### src/rtl/trace_step_loader_if.sv
// Handshake bundle between a trace word producer / step consumer and the loader.
// Both streams are valid/ready: a beat transfers on a rising edge where valid and ready are both 1.
interface trace_step_loader_if #(
  parameter int STEP_W = 560
);
  logic              in_valid;
  logic              in_ready;
  logic [31:0]       in_data;
  logic              in_last;
  logic              step_valid;
  logic              step_ready;
  logic [STEP_W-1:0] step;
  logic [31:0]       step_idx;

  modport master (
    output in_valid, in_data, in_last, step_ready,
    input  in_ready, step_valid, step, step_idx
  );

  modport slave (
    input  in_valid, in_data, in_last, step_ready,
    output in_ready, step_valid, step, step_idx
  );
endinterface

### src/rtl/trace_step_loader.sv
// Packs a stream of 32-bit trace words into WORDS-word steps held in one buffer,
// presents each step over valid/ready, and flags nonzero padding or truncated traces.
module trace_step_loader #(
  parameter int STEP_W = 560,
  parameter int WORDS  = 18
) (
  input  logic                clk,
  input  logic                rst_n,
  trace_step_loader_if.slave  bus,
  output logic                trace_done,
  output logic                err_pad,
  output logic                err_short,
  output logic [1:0]          dbg_state
);
  localparam int LAST   = WORDS - 1;
  localparam int TAIL_W = STEP_W - 32 * LAST;
  localparam int CW     = $clog2(WORDS);

  typedef enum logic [1:0] {FILL = 2'd0, FULL = 2'd1, DONE = 2'd2, ERR = 2'd3} state_t;

  state_t            state_q, state_d;
  logic [CW-1:0]     wcnt_q;
  logic [STEP_W-1:0] step_q;
  logic [31:0]       step_idx_q;
  logic              last_q;
  logic              err_pad_q, err_short_q;

  logic accept, handshake, at_last, pad_bad;

  assign accept    = bus.in_valid && (state_q == FILL);
  assign handshake = bus.step_ready && (state_q == FULL);
  assign at_last   = (wcnt_q == CW'(LAST));
  assign pad_bad   = (bus.in_data[31:TAIL_W] != '0);

  always_ff @(posedge clk or negedge rst_n) begin
    if (!rst_n) state_q <= FILL;
    else        state_q <= state_d;
  end

  // A padding error on the final word takes priority over presenting the step.
  always_comb begin
    state_d = state_q;
    case (state_q)
      FILL: begin
        if (accept) begin
          if (at_last)          state_d = pad_bad ? ERR : FULL;
          else if (bus.in_last) state_d = ERR;
        end
      end
      FULL:    if (bus.step_ready) state_d = last_q ? DONE : FILL;
      DONE:    state_d = DONE;
      default: state_d = ERR;
    endcase
  end

  always_ff @(posedge clk or negedge rst_n) begin
    if (!rst_n) begin
      wcnt_q      <= '0;
      step_q      <= '0;
      step_idx_q  <= '0;
      last_q      <= 1'b0;
      err_pad_q   <= 1'b0;
      err_short_q <= 1'b0;
    end else begin
      if (accept) begin
        if (at_last) begin
          step_q[STEP_W-1 -: TAIL_W] <= bus.in_data[TAIL_W-1:0];
          last_q <= bus.in_last;
          if (pad_bad) err_pad_q <= 1'b1;
        end else begin
          for (int k = 0; k < LAST; k++) begin
            if (wcnt_q == CW'(k)) step_q[32*k +: 32] <= bus.in_data;
          end
          wcnt_q <= wcnt_q + CW'(1);
          if (bus.in_last) err_short_q <= 1'b1;
        end
      end
      // wcnt parks at LAST while the step is presented and rewinds on consumption.
      if (handshake) begin
        wcnt_q     <= '0;
        step_idx_q <= step_idx_q + 32'd1;
      end
    end
  end

  assign bus.in_ready   = (state_q == FILL);
  assign bus.step_valid = (state_q == FULL);
  assign bus.step       = step_q;
  assign bus.step_idx   = step_idx_q;
  assign trace_done     = (state_q == DONE);
  assign err_pad        = err_pad_q;
  assign err_short      = err_short_q;
  assign dbg_state      = state_q;
endmodule

### src/flat_wrapper.sv
// flat-port wrapper written by rule: the top's interface ports become plain ports
module trace_step_loader_flat 
#(
  parameter int STEP_W = 560,
  parameter int WORDS  = 18
)
  (clk, rst_n, trace_done, err_pad, err_short, dbg_state, bus_in_valid, bus_in_data, bus_in_last, bus_step_ready, bus_in_ready, bus_step_valid, bus_step, bus_step_idx);
  trace_step_loader_if #(.STEP_W(STEP_W)) bus_i ();
  input  logic clk;
  input  logic rst_n;
  output logic trace_done;
  output logic err_pad;
  output logic err_short;
  output logic [1:0] dbg_state;
  input wire logic [$bits(bus_i.in_valid)-1:0] bus_in_valid;
  input wire logic [$bits(bus_i.in_data)-1:0] bus_in_data;
  input wire logic [$bits(bus_i.in_last)-1:0] bus_in_last;
  input wire logic [$bits(bus_i.step_ready)-1:0] bus_step_ready;
  output wire logic [$bits(bus_i.in_ready)-1:0] bus_in_ready;
  output wire logic [$bits(bus_i.step_valid)-1:0] bus_step_valid;
  output wire logic [$bits(bus_i.step)-1:0] bus_step;
  output wire logic [$bits(bus_i.step_idx)-1:0] bus_step_idx;
  assign bus_i.in_valid = bus_in_valid;
  assign bus_i.in_data = bus_in_data;
  assign bus_i.in_last = bus_in_last;
  assign bus_i.step_ready = bus_step_ready;
  assign bus_in_ready = bus_i.in_ready;
  assign bus_step_valid = bus_i.step_valid;
  assign bus_step = bus_i.step;
  assign bus_step_idx = bus_i.step_idx;
  trace_step_loader #(.STEP_W(STEP_W), .WORDS(WORDS)) u_core (.clk(clk), .rst_n(rst_n), .bus(bus_i), .trace_done(trace_done), .err_pad(err_pad), .err_short(err_short), .dbg_state(dbg_state));
endmodule
### config.mk
export PLATFORM = sky130hd
export DESIGN_NAME = trace_step_loader_flat
export DESIGN_NICKNAME = d
export VERILOG_FILES = /design/src/rtl/trace_step_loader_if.sv /design/src/rtl/trace_step_loader.sv /design/src/flat_wrapper.sv
export SDC_FILE = /design/constraint.sdc
export NUM_CORES = 1
export LEC_CHECK = 0
export BUFFER_PORTS_ARGS = -buffer_cell sky130_fd_sc_hd__buf_2
export CORE_AREA = 2 2 256 258
export DETAILED_ROUTE_END_ITERATION = 10
export DIE_AREA = 0 0 258 260
export SLEW_MARGIN = 20
export SYNTH_ARGS = -nofsm -noshare
export SYNTH_HDL_FRONTEND = slang
export SYNTH_SLANG_ARGS = --single-unit
### constraint.sdc
create_clock -name clk -period 2.4 [get_ports clk]
set_input_delay 0.12 -clock clk [delete_from_list [all_inputs] [get_ports clk]]
set_output_delay 0.12 -clock clk [all_outputs]
set_load 0.03 [all_outputs]
### Yosys cells after proc, flatten, opt, wreduce, memory -nomap -nowiden

Cells that the tools add are included.

| storage, ports and cells | value |
|---|---|
| register bits | 602 |
| bits in latches | 0 |
| RAM bits | 0 |
| memory bits (read-only) | 0 |
| input bits | 37 |
| output and inout bits | 599 |
| logic and storage cells | 88 |
| memories kept | 0 |

| cells by class | value |
|---|---|
| $add $sub $neg | 2 |
| $mul | 0 |
| div/mod/pow operators | 0 |
| magnitude comparators | 0 |
| equal/unequal tests | 23 |
| shift operators | 0 |
| muxes and demuxes | 10 |
| bitwise operators | 1 |
| reduce and logical (&&, ||, !) cells | 28 |

Operators by type and width:

| cell | count |
|---|---|
| AND reduction 3 bit | 20 |
| equality test 5 x 4 -> 1 bit, second input constant | 8 |
| adder 32 x 1 -> 32 bit, second input constant | 1 |
| equality test 5 x 3 -> 1 bit, second input constant | 4 |
| nonzero test 16 bit | 1 |
| two-way mux 5 bit | 3 |
| two-way mux 2 bit | 6 |
| equality test 5 x 2 -> 1 bit, second input constant | 2 |
| equality test 5 bit, second input constant | 2 |
| one-hot mux 2 bit (3 select lines) | 1 |
| adder 5 x 1 -> 5 bit, second input constant | 1 |
| equality test 5 x 1 -> 1 bit, second input constant | 1 |
| logical NOT 5 bit | 1 |
| != test 2 x 1 -> 1 bit, second input constant | 2 |
| AND reduction 2 bit | 2 |
| != test 3 x 2 -> 1 bit, second input constant | 1 |
| equality test 2 x 1 -> 1 bit, second input constant | 1 |
| equality test 2 bit, second input constant | 1 |
| logical AND 1 bit | 2 |
| logical NOT 2 bit | 1 |
| != test 2 bit, second input constant | 1 |
| nonzero test 2 bit | 1 |
| NOT 1 bit | 1 |

### Longest topological paths before layout

Gate-level depths: netlist of run 1.

| logic depth | value |
|---|---|
| depth after elaboration | 5 |
| gate-level depth with buffers | 8 |
| depth with buffers taken out | 6 |

### Worst setup path before layout of run 1

Ideal clock, no wire load.

| timing | value |
|---|---|
| path type | register -> register |
| from | register u_core.state_q[0] (netlist: u_core.dbg_state[0]) |
| to | register u_core.step_q[353] (netlist: u_core.bus.step[353]) |
| setup time | 125 ps |
| arrival time | 2304 ps |
| data required time | 2275 ps |
| slack | -28 ps |
| cell stages (with the launch flop) | 7 |
| path buffers | 1 |
| period minus slack after synthesis | 2428 ps |
| cell sequence | dfrtp_1 -> inv_1 -> ha_1 -> nand2_1 -> nor4_2 -> buf_2 -> mux2_2 |

| between the ends | value |
|---|---|
| word-level cells in the longest chain between the ends | 3 |

RTL lines:

| item | line | text |
|---|---|---|
| start, declared | trace_step_loader.sv:21 | `state_t state_q, state_d;` |
| start signal, assigned | trace_step_loader.sv:37 | `else state_q <= state_d;` |
| logical NOT 2 bit | - |  |
| named net bus_in_ready | flat_wrapper.sv:19 | `output wire logic [$bits(bus_i.in_ready)-1:0] bus_in_ready;` |
| logical AND 1 bit | trace_step_loader.sv:30 | `assign accept = bus.in_valid && (state_q == FILL);` |
| AND reduction 3 bit (no line) | - |  |
| end signal, assigned by index | trace_step_loader.sv:67 | `step_q[STEP_W-1 -: TAIL_W] <= bus.in_data[TAIL_W-1:0];` |
| end signal, assigned by index | trace_step_loader.sv:72 | `if (wcnt_q == CW'(k)) step_q[32*k +: 32] <= bus.in_data;` |
| end, declared | trace_step_loader.sv:23 | `logic [STEP_W-1:0] step_q;` |

The timed path passes the listed nets, and every way through them passes these cells.
A chain may end at the register's enable or synchronous reset.

### Final worst setup path of run 1

| timing | value |
|---|---|
| from | register u_core.state_q[0] (netlist: u_core.dbg_state[0]) |
| to | register u_core.step_q[366] (netlist: u_core.bus.step[366]) |

| between the ends | value |
|---|---|
| word-level cells in the longest chain between the ends | 3 |

RTL lines:

| item | line |
|---|---|
| logical NOT 2 bit | trace_step_loader.sv:30 |
| logical AND 1 bit | trace_step_loader.sv:30 |
| AND reduction 3 bit (no line) | - |

No other way between the ends.

==> results of run 1 <==
## kinds of logic (layout without fill, tap and decap cells)
group | Yosys count | in the layout | share of synthesized area [%]
compound gates | 10 | 10 | 0.289
flops | 602 | 602 | 65.7
fa+ha+maj | 10 | 10 | 0.546
simple gates | 104 | 104 | 2.48
xor+xnor | 34 | 34 | 1.30
mux | 562 | 562 | 27.6
other cells | 0 | 2 | 0
buf+inv | 103 | 852 | 2.04
## power by group
group	switching, W	leakage [nW]	internal [W]
Combinational	0.00570	7.33	0.00263
Clock	0.00423	1.10	0.00620
Sequential	0.000929	8.20	0.0118
Total	0.0109	16.6	0.0206
## layout make-up
class	count	area [sq um]	area share (%)
Timing Repair Buffer	722	4150	13.8
Inverter	9	33.8	0.112
Clock buffer	98	1980	6.57
Multi-Input combinational cell	720	7490	24.9
Antenna cell	2	5.00	0.0166
Clock inverter	23	275	0.915
Sequential cell	602	15100	50.1
Tap cell	855	1070	3.56
## through the flow
step | cell area [sq um] | std cells | power [W]
floorplan | 22900 | 1425 | 0.0180
global placement | 27700 | 2903 | 0.0211
detailed placement | 27800 | 2903 | 0.0213
CTS | 30100 | 3029 | 0.0318
global route | 30100 | 3030 | 0.0328
finish | 30100 | 3031 | 0.0315
## layout by cell type (no fill, tap or decap), types with 3 or more instances in the layout
cell type      Yosys  final
clkinv_2           0      8
clkbuf_1          36     16
mux2_2           509    509
buf_4              3     58
nor4_1             8      6
clkinvlp_4         0      3
buf_12             0     24
nor2_1            16     10
inv_1              9      9
inv_6              0      3
nand3_1           21     19
bufinv_16          0      4
and3_1             5      4
nor3_1             4      4
dfrtp_1          602    602
clkbuf_16          0     70
nor2_4             1      7
xnor2_1           30     30
dlygate4sd3_1      0      5
nand3_2            1      3
o21ai_0            3      3
mux2_1            52     52
clkinv_8           0      3
nand4_1           17     17
buf_2             55    634
xor2_1             4      4
ha_1              10      9
nand2b_1           3      3
clkbuf_8           0     12
nand2_1           17     16
## layer usage
metal  track usage [%]  wire length (um)  up-vias
li1                  -                 -     6407
met1              27.6             30800     7913
met2              37.1             37100      473
met3              5.24              4580      123
met4              7.47              2210        0
met5                 0                 0        -
## sequential cells by signal, indices dropped and copies added, names as in the netlist
name / flops
u_core.bus.step: 560
u_core.bus.step_idx: 32
u_core.dbg_state: 2
u_core.err_pad: 1
u_core.err_short: 1
u_core.last_q: 1
u_core.wcnt_q: 5
## timing repair
action                                  in CTS  in global routing
hold endpoints to repair                    68                  0
hold buffers                                 5                  0
endpoints found under the setup margin       0                 28
gates resized for setup                      0                  1
## worst max-delay path, cell delays in order, from the launching register on
cell and delay [ns]:
dfrtp_1 0.41, inv_1 0.12, ha_2 0.25, nand2_1 0.12
buf_4 0.19, nor4_4 0.34, buf_4 0.34, mux2_2 0.37
## worst max path at each step
stage | to | start | depth (start not counted)
floorplan | u_core.bus.step[257] | u_core.dbg_state[0] | 8
global placement | u_core.dbg_state[1] | bus_in_data[25] | 6
detailed placement | u_core.bus.step[366] | u_core.dbg_state[0] | 7
CTS | u_core.bus.step[366] | u_core.dbg_state[0] | 7
global route | u_core.bus.step[372] | u_core.dbg_state[0] | 7
finish | u_core.bus.step[366] | u_core.dbg_state[0] | 7
==> results.ini, run 1 <==
[logic_synthesis]
netlist_instances = 1425
yosysWarnings = 0
yosysSeqAreaShare_pct = 65.7
ys_ff_latch = 602
ys_types = 37
syn_area_sq_um = 22900
synth_area_leaders = dfrtp_1 66%, mux2_2 25%, mux2_1 2.6%
synth_edf_count = 0
ys_async_sr_fraction_pct = 100
syn-num-nets = 1472
dominantRegCellSynth = dfrtp_1
ys_top_cells_by_count = 602 x dfrtp_1, 509 x mux2_2, 55 x buf_2, 52 x mux2_1, 36 x clkbuf_1
synth_top_area_share_pct = 65.7
yosysTopAreaCell = dfrtp_1
syn_area_per_cell_sq_um = 16.1
synthMostInstantiatedCell = dfrtp_1

[worst_setup_path]
critPathMaxFanout = 12
worst_setup_path_start_kind = flop
required_ns = 2.88
r2r.worst_path.cells = 7
critPathArrivalTime_ns = 2.75
path_class = flop to flop
r2r-end = u_core.bus.step[366]
crit_path_end_kind = flop
r2r_slack_ns = 0.13
r2r-start = u_core.dbg_state[0]

[power_and_ir_drop]
power_leakage_nw = 16.6
ir_drop_v = 0.000639
power.density_nw_per_um2 = 1050

[floorplan]
die_x_um = 258
die-area_sq_um = 67100
pin_count = 636
coreArea_sq_um = 64100
die_y_um = 260
initial_utilization_pct = 35.7
row_count = 93

[routing]
vias_per_cell = 4.92
ant_nets = 0
drt-pass1-iter-count = 6
post_drt_wl_per_cell_um = 24.7
drt_iter0_markers = 808
vias = 14900
route.detailed.drc = 0
finalWirelength_um = 74800

[clock_network]
post-cts-setup-buffers = 0
cts_root_buffer = clkbuf_16
cts_buffer_depth = 3
clkLatencyLatePin_ns = 0.61
cts_tree = yes
clkTransAtPathRegs_ns = 0.06
cts_num_sinks = 602
htree_levels = 3
cts_buffers = 68

[sta]
finClkSkew_ns = 0.0215
setup_viol = 0
period_minus_slack_ns = 2.27
hold_violations = 0
rsz0062_at_grt = true
tightest_slew_ns = 0.773
fmax_mhz = 440
holdWs_ns = 0.0558
tns_ns = 0
setup_ws_ns = 0.128
drv_slew = 0
post-route-period-util_pct = 94.7
slew_headroom_pct = 48.0

[final_layout]
drive_gt1_share_pct = 62.2
fill_cells = 5769
fin_util_pct = 46.9
area_growth_pct = 31.2
fin_nets = 2170

[min_path]
min_from = bus_in_data[16]
holdPathEnd = u_core.bus.step[496]
min_delay_path_depth = 3
min_path_type = input pin to flop

[placement]
numPortBuffers = 635
place_hpwl_um = 52200
place_congestion = 0.819
place_ws_ns = 0.0745

[global_route]
grt_overflow = 0
track_usage_pct = 21.9
grt_antenna_before_repair = 4
grt_max_degree = 81
grt_pass1_wl_um = 109000
grt_pass1_vias = 15800

[run]
max_cap_viol_count = 0

[outcome]
status = complete, no violations

No activity file was read; power rests on OpenSTA's default activity.
==> run 2: changes to the inputs <==
Settings changed: CORE_AREA 2 2 256 258 to 4 4 258 260, DIE_AREA 0 0 258 260 to 0 0 262 264.
==> results.ini, run 2 (synthesis gave the netlist of run 1 again) <==
[run]
max_cap_viol_count = 0  ; unchanged

[sta]
fmax_mhz = 444  ; +0.78%
slew_headroom_pct = 40.9  ; -7.1 points
finClkSkew_ns = 0.0244  ; +0.00288 ns
tns_ns = 0  ; unchanged
drv_slew = 0  ; unchanged
period_minus_slack_ns = 2.25  ; -0.0176 ns
hold_violations = 0  ; unchanged
rsz0062_at_grt = false
tightest_slew_ns = 0.878  ; +0.105 ns
setup_viol = 0  ; unchanged
post-route-period-util_pct = 93.9  ; -0.73 points

[global_route]
track_usage_pct = 21.8  ; -0.15 points
grt_pass1_vias = 16000  ; +1.3%
grt_overflow = 0  ; unchanged
grt_antenna_before_repair = 2  ; -2
grt_pass1_wl_um = 111000  ; +2.7%
grt_max_degree = 70  ; -14%

[worst_setup_path]
required_ns = 2.87  ; about the same
r2r.worst_path.cells = 7  ; unchanged
critPathArrivalTime_ns = 2.72  ; -0.03 ns
worst_setup_path_start_kind = flop
crit_path_end_kind = flop
critPathMaxFanout = 30  ; +18
path_class = flop to flop

[power_and_ir_drop]
power.density_nw_per_um2 = 1050  ; +0.25%
switching_share_pct = 34.4  ; -0.073 points
netSwitchingPower_w = 0.0109  ; about the same
power_leakage_nw = 16.6  ; about the same
ir_drop_v = 0.000714  ; +12%
pwr-share-seq_pct = 40.3  ; about the same
pwr-share-comb_pct = 26.3  ; about the same
p_clk_share_pct = 33.4  ; +0.3 points
power.internal_w = 0.0207  ; +0.39%

[floorplan]
pin_count = 636  ; unchanged
die_y_um = 264  ; +1.5%
row_count = 93  ; unchanged
die_x_um = 262  ; +1.6%
die-area_sq_um = 69200  ; +3.1%
initial_utilization_pct = 35.7  ; unchanged
coreArea_sq_um = 64100  ; unchanged

[placement]
place_hpwl_um = 53800  ; +3.0%
numPortBuffers = 635  ; unchanged
place_congestion = 0.796  ; -2.9%

[routing]
drt_iter0_markers = 673  ; -17%
vias = 14900  ; -0.13%
vias_per_cell = 4.92  ; about the same
drt-pass1-iter-count = 4  ; -2
ant_nets = 0  ; unchanged
finalWirelength_um = 76600  ; +2.4%
route.detailed.drc = 0  ; unchanged
post_drt_wl_per_cell_um = 25.3  ; +2.6%

[final_layout]
final_cell_mix = 634 x buf_2, 602 x dfrtp_1, 509 x mux2_2
drive_gt1_share_pct = 62.0  ; -0.23 points
fin_util_pct = 46.9  ; about the same
final_common_cell = buf_2
area_growth_pct = 31.2  ; about the same
largest_register_ffs = 560  ; unchanged
fin_nets = 2162  ; -0.37%

[clock_network]
htree_levels = 3  ; unchanged
cts_root_buffer = clkbuf_16
cts_buffer_depth = 3  ; unchanged
cts_tree = yes
cts_buffers = 66  ; -2.9%
clkTransAtPathRegs_ns = 0.06  ; about the same
clkLatencyLatePin_ns = 0.61  ; about the same
cts_num_sinks = 602  ; unchanged

[min_path]
min_delay_path_depth = 3  ; unchanged
min_path_type = input pin to flop

[outcome]
status = complete, no violations

[run 2: cell count changes in the layout (fill, tap and decap cells not counted), sizes merged]
cell | before | now
clkinv | 13 | 5
buf | 717 | 711
inv | 12 | 16
clkbuf | 98 | 101
clkinvlp | 3 | 1
diode | 2 | 4
bufinv | 4 | 5
[run 2: metal layers]
layer	vias up	routed length, um	track usage [%]
met5	-	0	0
met4	0	3260	9.34
met3	165	5890	5.89
met2	509	37700	36.4
met1	7814	29700	26.5
li1	6409	-	-
[run 2: area by class of cell]
type,count,area [sq um]
Antenna cell,4,10.0
Clock inverter,18,303
Sequential cell,602,15100
Inverter,9,33.8
Timing Repair Buffer,716,4150
Tap cell,855,1070
Multi-Input combinational cell,720,7480
Fill cell,5746,34000
Clock buffer,101,1970
[run 2: final timing paths]
kind / start / endpoint / slack, ns
setup / recovery: u_core.dbg_state[0] / u_core.bus.step[278] / 0.15
hold / removal: bus_in_data[24] / u_core.bus.step[536] / 0.06
setup reg to reg: u_core.dbg_state[0] / u_core.bus.step[278] / 0.15
hold reg to reg: u_core.err_pad / u_core.err_pad / 0.48
max in group asynchronous: rst_n / u_core.bus.step[0] / 1.25
min in group asynchronous: rst_n / u_core.bus.step[273] / 0.10
[run 2: per-stage QoR]
step | total power, W | area, sq um | setup WS [ns] | cells | hold slack (ns)
after floorplan | 0.0180 | 22900 | 0.0916 | 1425 | -0.176
after global placement | 0.0211 | 27700 | 0.203 | 2897 | 0.163
after detailed placement | 0.0213 | 27700 | 0.162 | 2897 | 0.178
after CTS | 0.0320 | 30100 | 0.135 | 3021 | 0.00694
after global routing | 0.0329 | 30100 | 0.0213 | 3021 | 0.0572
final | 0.0316 | 30100 | 0.146 | 3025 | 0.0565
[run 2: power by group through the flow]
stage | sequential, W | clock (W) | combinational [W]
final | 0.0127 | 0.0106 | 0.00830
after global routing | 0.0129 | 0.0112 | 0.00875
after CTS | 0.0127 | 0.0108 | 0.00842
after detailed placement | 0.0129 | 0 | 0.00839
after global placement | 0.0128 | 0 | 0.00830
after floorplan | 0.0160 | 0 | 0.00200
[run 2: critical path, stage by stage (launching register included)]
cell	delay [ns]
dfrtp_1	0.42
inv_1	0.12
ha_2	0.24
and2_1	0.22
nand3_1	0.27
nor2_4	0.22
buf_12	0.26
mux2_2	0.37
[run 2: repair_timing]
action | in CTS | in global routing
hold buffers | 5 | 0
setup endpoints to repair | 0 | 2
buffers inserted | 0 | 0
hold endpoints to repair | 59 | 0
gates resized for setup | 0 | 1
